File: src/rtl/cond_flag_unit.sv
// Conditional-execution and NZCV flag unit for the single-cycle CPU.
// Gates the decoder's write requests on the condition field and counts executed/skipped instructions.
module cond_flag_unit #(
   parameter int CNT_W = 16
) (
   input  logic             clk,
   input  logic             reset_n,
   input  logic             en,
   input  logic [3:0]       Cond,
   input  logic [3:0]       ALU_Flags,
   input  logic [1:0]       Flag_W,
   input  logic             dontWrite,
   input  logic             PC_S,
   input  logic             Reg_W,
   input  logic             Mem_W,
   input  logic             clr_cnt,
   output logic [3:0]       Flags,
   output logic             Cond_Ex,
   output logic             PC_Src,
   output logic             Reg_Write,
   output logic             Mem_Write,
   output logic [CNT_W-1:0] Exec_Count,
   output logic [CNT_W-1:0] Skip_Count
);

   logic flag_n, flag_z, flag_c, flag_v;
   logic commit;

   assign flag_n = Flags[3];
   assign flag_z = Flags[2];
   assign flag_c = Flags[1];
   assign flag_v = Flags[0];

   // Condition is judged only against the stored flags, so an instruction never sees its own result.
   always_comb begin
      Cond_Ex = 1'b0;
      unique case (Cond)
         4'b0000: Cond_Ex = flag_z;
         4'b0001: Cond_Ex = ~flag_z;
         4'b0010: Cond_Ex = flag_c;
         4'b0011: Cond_Ex = ~flag_c;
         4'b0100: Cond_Ex = flag_n;
         4'b0101: Cond_Ex = ~flag_n;
         4'b0110: Cond_Ex = flag_v;
         4'b0111: Cond_Ex = ~flag_v;
         4'b1000: Cond_Ex = flag_c & ~flag_z;
         4'b1001: Cond_Ex = ~flag_c | flag_z;
         4'b1010: Cond_Ex = (flag_n == flag_v);
         4'b1011: Cond_Ex = (flag_n != flag_v);
         4'b1100: Cond_Ex = ~flag_z & (flag_n == flag_v);
         4'b1101: Cond_Ex = flag_z | (flag_n != flag_v);
         4'b1110: Cond_Ex = 1'b1;
         4'b1111: Cond_Ex = 1'b0;
         default: Cond_Ex = 1'b0;
      endcase
   end

   assign commit    = en & Cond_Ex;
   assign PC_Src    = commit & PC_S;
   assign Reg_Write = commit & Reg_W & ~dontWrite;
   assign Mem_Write = commit & Mem_W;

   // N,Z and C,V halves are written independently so logical S-ops keep the carry and overflow.
   always_ff @(posedge clk or negedge reset_n) begin
      if (!reset_n) begin
         Flags <= 4'b0000;
      end else if (commit) begin
         if (Flag_W[1]) Flags[3:2] <= ALU_Flags[3:2];
         if (Flag_W[0]) Flags[1:0] <= ALU_Flags[1:0];
      end
   end

   // Saturating debug counters; a clear wins over a same-cycle increment.
   always_ff @(posedge clk or negedge reset_n) begin
      if (!reset_n) begin
         Exec_Count <= '0;
         Skip_Count <= '0;
      end else if (clr_cnt) begin
         Exec_Count <= '0;
         Skip_Count <= '0;
      end else if (en) begin
         if (Cond_Ex) begin
            if (Exec_Count != {CNT_W{1'b1}}) Exec_Count <= Exec_Count + 1'b1;
         end else begin
            if (Skip_Count != {CNT_W{1'b1}}) Skip_Count <= Skip_Count + 1'b1;
         end
      end
   end

endmodule

File: config.mk
export PLATFORM = sky130hd
export DESIGN_NAME = cond_flag_unit
export DESIGN_NICKNAME = d
export VERILOG_FILES = /design/src/rtl/cond_flag_unit.sv
export SDC_FILE = /design/constraint.sdc
export NUM_CORES = 1
export LEC_CHECK = 0
export ABC_AREA = 1
export ABC_CLOCK_PERIOD_IN_PS = 1570
export BUFFER_PORTS_ARGS = -buffer_cell sky130_fd_sc_hd__buf_2
export CAP_MARGIN = 20
export CORE_MARGIN = 10
export CORE_UTILIZATION = 49
export DETAILED_ROUTE_END_ITERATION = 6
export PLACE_DENSITY = 0.79
export SETUP_SLACK_MARGIN = 0.2
export SLEW_MARGIN = 0
export SYNTH_ARGS = -nofsm -noshare
export SYNTH_HDL_FRONTEND = slang
export SYNTH_SLANG_ARGS = --single-unit
File: constraint.sdc
create_clock -name clk -period 1.57 [get_ports clk]
set_input_delay 0.314 -clock clk [delete_from_list [all_inputs] [get_ports clk]]
set_output_delay 0.314 -clock clk [all_outputs]
set_load 0.01 [all_outputs]
# Yosys cells after proc, flatten, opt, wreduce, memory -nomap -nowiden
# Cells that the tools add are included.
[word_totals]
regBits = 36
inputBits = 18
output_inout_bits = 40
elab_cells = 58
[classes]
addsub = 2
n_eq_ne = 20
n_mux = 9
bitwise = 14
reduce_logical = 9
[ops]
columns = ["op", "n"]
rows = [
  ["2-to-1 mux 16 bit", 8],
  ["adder 16 x 1 -> 16 bit, second input constant", 2],
  ["== test 4 bit, second input constant", 8],
  ["!= test 16 bit, second input constant", 2],
  ["== test 4 x 3 -> 1 bit, second input constant", 4],
  ["one-hot mux 1 bit (16 select lines)", 1],
  ["== test 4 x 2 -> 1 bit, second input constant", 2],
  ["nonzero test 2 bit", 4],
  ["AND 1 bit", 7],
  ["AND reduction 3 bit", 2],
  ["inverter 1 bit", 5],
  ["== test 4 x 1 -> 1 bit, second input constant", 1],
  ["zero test 4 bit", 1],
  ["AND reduction 2 bit", 2],
  ["!= test 2 bit, second input constant", 1],
  ["bitwise OR 1 bit", 2],
  ["== test 1 bit", 1],
  ["!= test 1 bit", 1],
]

# Logic depth before layout (Yosys ltp)
# Gate-level depths: netlist of run 1.
[logic_depth]
depth_word = 6
mapped_depth = 14
mapped_depth_nobuf = 13

# Worst setup path after synthesis of run 1
# OpenSTA, ideal clock, no wires.
[synth_path]
kind = "register -> output"
startpoint = "register Flags[3]"
endpoint = "output Reg_Write"
t_arrival_ns = 1.551
t_required_ns = 1.256
path_slack_ns = -0.295
path_stages_with_launch = 11
cell_sequence = "dfrtp_1 > inv_1 > nand2_1 > nand2_1 > o21ai_0 > nand2_1 > nand3_1 > nand2_2 > nand3_4 > nand2_1 > nor3b_1"
[synth_between]
elab_chain_cells = 6
[synth_lines]
columns = ["item", "line_no", "rtl"]
rows = [
  ["start: declaration", "17", "output logic [3:0] Flags,"],
  ["start signal: assignment", "68", "if (Flag_W[1]) Flags[3:2] <= ALU_Flags[3:2];"],
  ["!= test 1 bit / == test 1 bit (equally long branches)", "n/a", ""],
  ["bitwise OR 1 bit / AND 1 bit (equally long branches)", "51, 50", ""],
  ["one-hot mux 1 bit (16 select lines) (*)", "37", "unique case (Cond)"],
  ["named net Cond_Ex", "18", "output logic Cond_Ex,"],
  ["AND 1 bit (*)", "58", "assign commit = en & Cond_Ex;"],
  ["AND 1 bit (*) (2 in series)", "60", "assign Reg_Write = commit & Reg_W & ~dontWrite;"],
  ["end: declaration", "20", "output logic Reg_Write,"],
]
# Mark *: on every way through the listed nets, which the timed path passes. The rest lies on a longest branch.

# Worst setup path in the final report of run 1
[layout_path]
startpoint = "register Flags[3]"
endpoint = "output Reg_Write"
[layout_between]
elab_chain_cells = 6
[layout_lines]
columns = ["item", "line_no"]
rows = [
  ["!= test 1 bit / == test 1 bit (equally long branches)", "n/a"],
  ["bitwise OR 1 bit / AND 1 bit (equally long branches)", "51, 50"],
  ["one-hot mux 1 bit (16 select lines) (*)", "37"],
  ["AND 1 bit (*)", "58"],
  ["AND 1 bit (*) (2 in series)", "60"],
]
# Every way passes the cells marked *; elsewhere a longest branch is shown, timed or not.

==> qor.csv, run 1 <==
metric,value,unit
CP endpoint kind,output port,
Synth Instances,363,
Max Cap Viol,0,
CTS tree,done,
number of vias per cell,5.553,
Synth-to-Final Area Change,53.04,%
final setup violation count,40,
GPL Wtd Cong,0.8597,
leading area contributor after synthesis,dfrtp_1,
post-detailed-route count of antenna-violating nets,0,
fin worst setup slack,-0.6012,ns
Layout Utilization,77.05,%
synth cell count leaders,"96 x nand2_1, 53 x nand3_1, 48 x nor2_1",
largest family of logic cells by synthesized area,simple AND/OR/NAND/NOR gates,
clk_skew,0.004428,ns
Pwr per Cell Area,902.8,nW/um^2
Synth Area in XOR/XNOR,6.472,%
Hold Path Class,in2async,
CP Data Arrival Time,1.86,ns
count of different cell masters after synthesis,32,
detailed-router iteration count before antenna repair,6,
Starting Density,50.34,%
Max IR drop VDD,925.9,uV
I/O pin total,58,
Critical Path Start Type,flip-flop,
CP Data Required Time,1.26,ns
WL per Instance,15.93,microns
min cycle time layout,2.171,ns
"Slew Viols, Final",0,
hpwl dp,5657,microns
GR Overflow Total,0,
max frequency,460.6,MHz
post-synthesis sequential area ratio,35.04,%
launch point of the worst path,Flags[3],
post-synthesis compound-gate area fraction,1.995,%
top area cells in the synthesized netlist,"dfrtp_1 35%, nand2_1 14%, nand3_1 10%, nor2_1 7.0%, nand4_1 5.6%",
Simple-Gate Fraction of Synth Area,47.83,%
I/O Buffers,57,
violation count after the first detailed-route iteration,216,
gr usage total,19.53,%
nets,511,
first-pass GRT wire length,14170,microns
Std-Cell Rows,26,
core region area,5107,sq um
Slew HR,66.82,%
ys flop type,dfrtp_1,
largest net degree at the start of global routing,37,
routed vias,3115,
RSZ-0062 raised after global routing,true,
reg-to-reg startpoint,Flags[3],
Final Hold Viols,0,
tightest hold margin,0.06798,ns
H-tree depth,2,
Crit Path Category,reg2out,
number of synthesized flops with an enable pin,0,
top-count cell post-synth,nand2_1,
Final period util,138.3,%
"Power, Total",0.003552,W
status,finished with violations,
Async SR Flop Fraction,100.0,%
Mapped Area,2571,sq um
"CTS clk-pin slew, worst paths",0.07,ns
die area,8545,sq um
final wirelength,8937,microns
Avg Inst Size Synth,7.083,sq um
root buffer cell,clkbuf_8,
#FFs+latches synth,36,
Fin Setup TNS,-12.22,ns
hold_buf cts,0,
Adder-Cell Fraction of Synth Area,0.9732,%
worst slew pin tran,0.4977,ns
Ys Warns,0,
n_diodes,0,
CTS buffer count,5,
Longest Clk Path Bufs,2,
post-synthesis mux area share,0,%
clock sink count,36,
post-synth net total,383,
worst skew pair latency,0.29,ns
Yosys top cell area share,35.04,%
failing checks,negative setup slack,
leak pwr,2.047,nW
Crit Path Max Fanout,5,
drc violations,0,
Die X-Extent,92.44,microns
die height,92.44,microns
number of global-route vias before repair,3110,
layout cell share with drive strength beyond 1,44.40,%
initial antenna violation count,0,
==> cell families after synthesis <==
logic type      after synthesis
xor+xnor                     19
simple gates                252
fa+ha+maj                     2
flops                        36
compound gates                9
buf+inv                      45
==> layer usage <==
layer	global-route usage [%]	vias to the layer above	part of all wire, %
met1	21.63	1504	41
li1	-	1454	-
met4	5.784	0	1.7
met2	35.94	134	51
met3	4.762	23	6.6
met5	0	-	0
==> stage by stage <==
step	cells	setup WS, ns	cell area [sq um]
after CTS	553	-0.4830	3775
after floorplan	363	-0.1930	2704
final	561	-0.6012	3935
after global placement	542	-0.2452	3521
after detailed placement	542	-0.3060	3521
after global routing	561	-0.7907	3935
==> flip-flops by register name, summed over array words and instances, names as in the netlist <==
| signal | count |
|---|---|
| Skip_Count | 16 |
| Flags | 4 |
| Exec_Count | 16 |
==> power by group <==
part	internal [W]	switching (W)
Sequential	0.00102	0.0000914
Combinational	0.000811	0.000892
Clock	0.000391	0.000345
Total	0.00222	0.00133
==> critical path: stages (launching register included) <==
cell,delay (ns)
dfrtp_2,0.44
inv_2,0.09
nand2_1,0.07
nand3_1,0.11
nand2_2,0.06
nand2_2,0.07
nand2_2,0.06
nand3_2,0.07
nand2_2,0.08
nand3_4,0.09
nand2_4,0.08
nor3b_2,0.17
buf_2,0.15
==> cells in the final DEF (no fill, tap or decap), types with 2 or more instances in the layout <==
cell type  netlist  layout
nand2_1         96      87
buf_4            2      68
buf_2            5      52
nor2_1          48      45
nand3_2          3      35
dfrtp_1         36      32
inv_1           30      27
nand4_1         23      23
nand3_1         53      21
nand2_2          5      12
xor2_1          11      11
buf_6            2       9
xnor2_1          8       8
clkbuf_8         0       7
nor2_4           2       6
o21ai_1          0       5
nor3_1           5       5
dfrtp_2          0       4
inv_2            1       4
nor3b_1          5       4
buf_12           0       4
nand4_4          1       3
nor2_2           3       2
nand3_4          2       2
nand2_4          1       2
ha_2             0       2
==> cell type report <==
class	instances	area [sq um]
multi-input cells	282	1748
fillers	349	1172
repair buffers	134	977.2
flip-flops and latches	36	905.9
inverters	32	120.1
clock buffers	7	96.34
well taps	70	87.58
==> timing repair <==
| item | CTS | global route |
|---|---|---|
| cloned | 0 | 1 |
| pin swaps | 22 | 5 |
| setup endpoints to repair | 40 | 42 |
| buffers inserted | 4 | 7 |
| resized for setup | 26 | 18 |
==> worst paths after layout <==
kind / endpoint / slack, ns / depth (start not counted)
setup / recovery: Reg_Write / -0.60 / 12
hold / removal: Skip_Count[14] / 0.07 / 2
setup reg to reg: Skip_Count[15] / -0.32 / 14
hold reg to reg: Exec_Count[5] / 0.58 / 2
max in group asynchronous: Exec_Count[0] / 1.13 / 2
min in group clk: Flags[0] / 0.26 / 3
Power figures use the tool's default switching activity.
==> run 2: changes to the inputs <==
- CELL_PAD_IN_SITES_DETAIL_PLACEMENT: not set -> 0
- CELL_PAD_IN_SITES_GLOBAL_PLACEMENT: not set -> 1
- CORE_UTILIZATION: 49 -> 35
- PLACE_DENSITY: 0.79 -> 0.8
==> qor.csv, run 2 (same netlist as run 1, synthesis figures left out) <==
metric,value,unit,change
leak pwr,2.094,nW,was 2.047 nW
Crit Path Category,reg2out,,unchanged
Critical Path Start Type,flip-flop,,unchanged
placed cell count,579,,was 542
max frequency,485.9,MHz,was 460.6 MHz
"commonest non-fill, non-tap cell in the layout",nand2_1,,unchanged
Die X-Extent,105.7,microns,was 92.44 microns
die height,105.7,microns,was 92.44 microns
violation count after the first detailed-route iteration,81,,was 216
Hold Path Class,in2reg,,was in2async
Longest Clk Path Bufs,2,,unchanged
Slew HR,63.79,%,was 66.82%
slowest cell on the critical path,dfrtp_2,,unchanged
initial antenna violation count,0,,unchanged
WL per Instance,14.19,microns,was 15.93 microns
status,finished with violations,,unchanged
gr usage total,14.80,%,was 19.53%
most frequent cells in the layout,"90 x nand2_1, 65 x buf_4, 54 x buf_2",,"was 87 x nand2_1, 68 x buf_4, 52 x buf_2"
failing checks,negative setup slack,,unchanged
Pwr per Cell Area,833.2,nW/um^2,was 902.8 nW/um^2
number of vias per cell,4.924,,was 5.553
"CTS clk-pin slew, worst paths",0.08,ns,was 0.07 ns
CTS buffer count,5,,unchanged
root buffer cell,clkbuf_8,,unchanged
final cell count without fillers,595,,was 561
"Buf+Inv Stages, Crit Path",2,,unchanged
final setup violation count,36,,was 40
tightest hold margin,0.2316,ns,was 0.06798 ns
Final Hold Viols,0,,unchanged
GR Overflow Total,0,,unchanged
Max IR drop VDD,593.7,uV,was 925.9 uV
largest net degree at the start of global routing,37,,unchanged
Crit path max-delay family,simple AND/OR/NAND/NOR gates,,unchanged
H-tree depth,2,,unchanged
fin worst setup slack,-0.4882,ns,was -0.6012 ns
clock sink count,36,,unchanged
Fin Setup TNS,-6.970,ns,was -12.22 ns
post-detailed-route count of antenna-violating nets,0,,unchanged
detailed-router iteration count before antenna repair,4,,was 6
hpwl dp,6051,microns,was 5657 microns
Max Cap Viol,0,,unchanged
die area,11170,sq um,was 8545 sq um
nets,515,,was 511
core region area,7214,sq um,was 5107 sq um
Post-Place Setup Slack,-0.3076,ns,was -0.3060 ns
Final period util,131.1,%,was 138.3%
I/O Buffers,57,,unchanged
layout cell share with drive strength beyond 1,40.73,%,was 44.40%
Largest regs,"Exec_Count (16), Skip_Count (16), Flags (4)",,unchanged
first-pass GRT wire length,13850,microns,"was 14,170 microns"
Synth-to-Final Area Change,52.70,%,was 53.04%
CP endpoint kind,output port,,unchanged
n_diodes,0,,unchanged
CP Data Arrival Time,1.74,ns,was 1.86 ns
I/O pin total,58,,unchanged
min cycle time layout,2.058,ns,was 2.171 ns
"Slew Viols, Final",0,,unchanged
CP Data Required Time,1.26,ns,about the same
routed vias,2930,,"was 3,115"
Starting Density,35.64,%,was 50.34%
drc violations,0,,unchanged
number of global-route vias before repair,2917,,"was 3,110"
final wirelength,8443,microns,was 8937 microns
worst path cell trace,"inv_2, nand2_2, nand2_2, nand3_1, nand2_1, nand2_1, nand3_2, nand2_4, nand3_4, nand2_4, nor3b_2, buf_2",,"was inv_2, nand2_1, nand3_1, nand2_2, nand2_2, nand2_2, nand3_2, nand2_2, nand3_4, nand2_4, nor3b_2, buf_2"
clk_skew,0.005513,ns,was 0.004428 ns
RSZ-0062 raised after global routing,true,,unchanged
Layout Utilization,54.42,%,was 77.05%
Crit Path Max Fanout,4,,was 5
CTS tree,done,,unchanged
worst skew pair latency,0.30,ns,was 0.29 ns
worst slew pin tran,0.5382,ns,was 0.4977 ns
GPL Wtd Cong,0.8186,,was 0.8597
Std-Cell Rows,31,,was 26
CP max stage delay,0.44,ns,about the same
[run 2: cell count changes in the layout (fill, tap and decap cells not counted), moves of 2 or more]
cell | previous run | this run
buf_6 | 9 | 13
nand3_1 | 21 | 38
nand2_2 | 12 | 7
buf_2 | 52 | 54
nand2_1 | 87 | 90
buf_4 | 68 | 65
nand3_2 | 35 | 17
nand2_4 | 2 | 5
[run 2: layer usage]
layer	vias to the layer above	track usage (%)	part of all wire, %
met5	-	0	0
met4	0	4.159	1.0
met3	8	3.045	4.2
met2	64	26.99	52
met1	1393	16.97	42
li1	1465	-	-
[run 2: cell type report]
| type | count | area, sq um |
|---|---|---|
| multi-input combinational | 283 | 1680 |
| sequential | 36 | 907.1 |
| inverter | 32 | 120.1 |
| clock buffer | 8 | 100.1 |
| timing repair buffer | 137 | 994.7 |
| fill | 714 | 3288 |
| tap | 99 | 123.9 |
[run 2: metrics by stage]
step / cell area (sq um) / power [W]
2_1_floorplan: 2704 / 0.001813
3_3_place_gp: 3630 / 0.002385
3_5_place_dp: 3630 / 0.002416
4_1_cts: 3840 / 0.003247
5_1_grt: 3926 / 0.003467
6_report: 3926 / 0.003271
[run 2: path summary, 6_finish.rpt]
| check | slack [ns] | cells past startpoint | to | start |
|---|---|---|---|---|
| worst max-delay path | -0.49 | 12 | Reg_Write | Flags[3] |
| worst max register to register | -0.20 | 12 | Skip_Count[5] | Flags[3] |
| max in group asynchronous | 0.86 | 3 | Exec_Count[0] | reset_n |
| worst min register to register | 0.57 | 2 | Exec_Count[5] | Exec_Count[5] |
| min in group asynchronous | 0.49 | 3 | Skip_Count[15] | reset_n |
| worst min-delay path | 0.23 | 3 | Flags[0] | ALU_Flags[0] |
[run 2: what timing repair did]
item / CTS / global route
setup endpoints to repair: 41 / 44
endpoints found under the hold margin: 36 / 0
pin swaps: 7 / 3
buffers inserted: 1 / 4
gates cloned: 1 / 1
hold buffers: 1 / 0
gates resized for setup: 21 / 13
[run 2: worst min-delay path, stage by stage]
cell and delay [ns]:
buf_2 0.09, inv_1 0.04, o21ai_1 0.05
[run 2: report_power, final]
group          switching (W)  total (W)  internal, W
Combinational       0.000776    0.00139     0.000618
Clock               0.000369   0.000770     0.000401
Sequential         0.0000852    0.00111      0.00102
==> run 3: changes to the inputs <==
- GPL_TIMING_DRIVEN: not set -> 0
==> qor.csv, run 3 (same netlist as run 1, synthesis figures left out) <==
metric,value,unit,change
r2r worst-path depth,13,,was 12
nets,486,,was 515
Max IR drop VDD,488.4,uV,was 593.7 uV
design area,3752,sq um,was 3926 sq um
RSZ-0062 raised after global routing,true,,unchanged
H-tree depth,2,,unchanged
CP endpoint kind,output port,,unchanged
GR Overflow Total,0,,unchanged
sw power,0.001273,W,was 0.001230 W
Flop pwr share,33.2,%,was 33.8%
GPL Wtd Cong,0.8102,,was 0.8186
Final Hold Viols,0,,unchanged
CP Data Required Time,1.26,ns,about the same
final wirelength,8280,microns,was 8443 microns
internal power,0.002104,W,was 0.002042 W
CP Data Arrival Time,1.75,ns,was 1.74 ns
I/O pin total,58,,unchanged
number of global-route vias before repair,2803,,"was 2,917"
Combinational Power Share,47.2,%,was 42.6%
layout cell share with drive strength beyond 1,41.97,%,was 40.73%
number of vias per cell,4.995,,was 4.924
detailed-router iteration count before antenna repair,4,,unchanged
min cycle time layout,2.064,ns,was 2.058 ns
routed vias,2827,,"was 2,930"
die area,11170,sq um,unchanged
"Slew Viols, Final",0,,unchanged
Critical Path Start Type,flip-flop,,unchanged
Die X-Extent,105.7,microns,unchanged
root buffer cell,clkbuf_8,,unchanged
core region area,7214,sq um,unchanged
Longest Clk Path Bufs,2,,unchanged
I/O Buffers,56,,was 57
Slew HR,45.33,%,was 63.79%
clock share of power,19.6,%,was 23.5%
switch share,37.70,%,was 37.59%
violation count after the first detailed-route iteration,80,,was 81
die height,105.7,microns,unchanged
Post-Place Setup Slack,-0.5005,ns,was -0.3076 ns
n_diodes,0,,unchanged
Max Cap Viol,0,,unchanged
launch point of the worst path,Flags[3],,unchanged
clk_skew,0.008640,ns,was 0.005513 ns
fin worst setup slack,-0.4936,ns,was -0.4882 ns
Starting Density,35.64,%,unchanged
drc violations,0,,unchanged
post-placement cell area,3108,sq um,was 3630 sq um
largest net degree at the start of global routing,37,,unchanged
Crit Path Category,reg2out,,unchanged
reg-to-reg startpoint,Exec_Count[1],,was Flags[3]
flop2flop setup slack,-0.29,ns,was -0.20 ns
fill count,706,,was 714
hpwl dp,5595,microns,was 6051 microns
Largest regs,"Exec_Count (16), Skip_Count (16), Flags (4)",,unchanged
status,finished with violations,,unchanged
first-pass GRT wire length,13790,microns,"was 13,850 microns"
leak pwr,1.911,nW,was 2.094 nW
worst skew pair latency,0.30,ns,about the same
"commonest non-fill, non-tap cell in the layout",nand2_1,,unchanged
CTS buffer count,5,,unchanged
Final period util,131.4,%,was 131.1%
WL per Instance,14.63,microns,was 14.19 microns
initial antenna violation count,0,,unchanged
r2r endpoint,Exec_Count[11],,was Skip_Count[5]
most frequent cells in the layout,"74 x nand2_1, 58 x buf_2, 42 x nor2_1",,"was 90 x nand2_1, 65 x buf_4, 54 x buf_2"
Hold Path Class,in2async,,was in2reg
gr usage total,14.69,%,was 14.80%
Crit Path Max Fanout,5,,was 4
Std-Cell Rows,31,,unchanged
Layout Utilization,52.01,%,was 54.42%
failing checks,negative setup slack,,unchanged
clock sink count,36,,unchanged
max frequency,484.6,MHz,was 485.9 MHz
post-detailed-route count of antenna-violating nets,0,,unchanged
Synth-to-Final Area Change,45.94,%,was 52.70%
worst slew pin tran,0.8201,ns,was 0.5382 ns
CTS tree,done,,unchanged
Pwr per Cell Area,900.0,nW/um^2,was 833.2 nW/um^2
final setup violation count,37,,was 36
"CTS clk-pin slew, worst paths",0.08,ns,about the same
run 3: changes by cell type in the layout (fill, tap and decap cells not counted), moves of 4 or more:
cell,previous run,this run
buf_2,54,58
buf_4,65,28
clkbuf_1,1,6
nand2_1,90,74
nand2_2,7,24
nand3_1,38,32
nand3_2,17,24
run 3: power by group through the flow:
stage | combinational, W | clock (W) | sequential (W)
after global routing | 0.00174 | 0.000715 | 0.00113
after CTS | 0.00149 | 0.000684 | 0.00112
final | 0.00160 | 0.000661 | 0.00112
after detailed placement | 0.000981 | 0 | 0.00118
after global placement | 0.000961 | 0 | 0.00117
after floorplan | 0.000625 | 0 | 0.00119
run 3: metal layers:
layer	track usage, %	part of all wire, %	up-vias	wire length, microns
met3	3.045	3.9	11	320
met5	0	0	-	0
met2	25.18	51	60	4201
li1	-	-	1411	-
met4	4.545	1.1	0	92
met1	17.97	44	1345	3665
run 3: through the flow:
| stage | hold slack [ns] | setup TNS [ns] | cells | power, W |
|---|---|---|---|---|
| finish | 0.1055 | -9.168 | 566 | 0.003377 |
| global route | 0.1822 | -13.44 | 566 | 0.003587 |
| CTS | 0.1484 | -9.474 | 555 | 0.003289 |
| detailed placement | 0.4751 | -13.33 | 518 | 0.002158 |
| global placement | 0.4719 | -12.02 | 518 | 0.002136 |
| floorplan | 0.01841 | -4.546 | 363 | 0.001813 |
run 3: final cells by class:
type	instances	area [sq um]	share of cell area (%)
clock buffer	7	76.32	2.034
multi-input combinational	282	1727	46.02
timing repair buffer	96	694.4	18.51
sequential	36	908.4	24.21
buffer	13	97.59	2.601
clock inverter	1	5.005	0.1334
inverter	32	120.1	3.201
tap	99	123.9	3.301
run 3: how the worst max path moves through the flow:
stage / cells after the start / slack, ns / endpoint
global placement: 13 / -0.45 / Reg_Write
global route: 13 / -0.60 / Mem_Write
floorplan: 13 / -0.19 / Skip_Count[10]
CTS: 12 / -0.51 / Reg_Write
detailed placement: 13 / -0.50 / Reg_Write
finish: 13 / -0.49 / Mem_Write
run 3: worst max-delay path, cell delays in order, from the launching register on:
cell and delay [ns]:
dfrtp_2 0.44, inv_2 0.08, nand2_1 0.05, nand3_1 0.07, nand2_1 0.06, nand2_1 0.07
nand2_1 0.06, nand3_2 0.07, nand2_2 0.08, nand3_4 0.08, nand2_4 0.09, buf_12 0.13
nor2_4 0.07, buf_6 0.10
run 3: what timing repair did:
action,in CTS,in global routing
pin swaps,23,13
gates cloned,3,0
hold buffers,0,0
buffers inserted,26,11
setup endpoints to repair,40,41
resized for setup,49,11
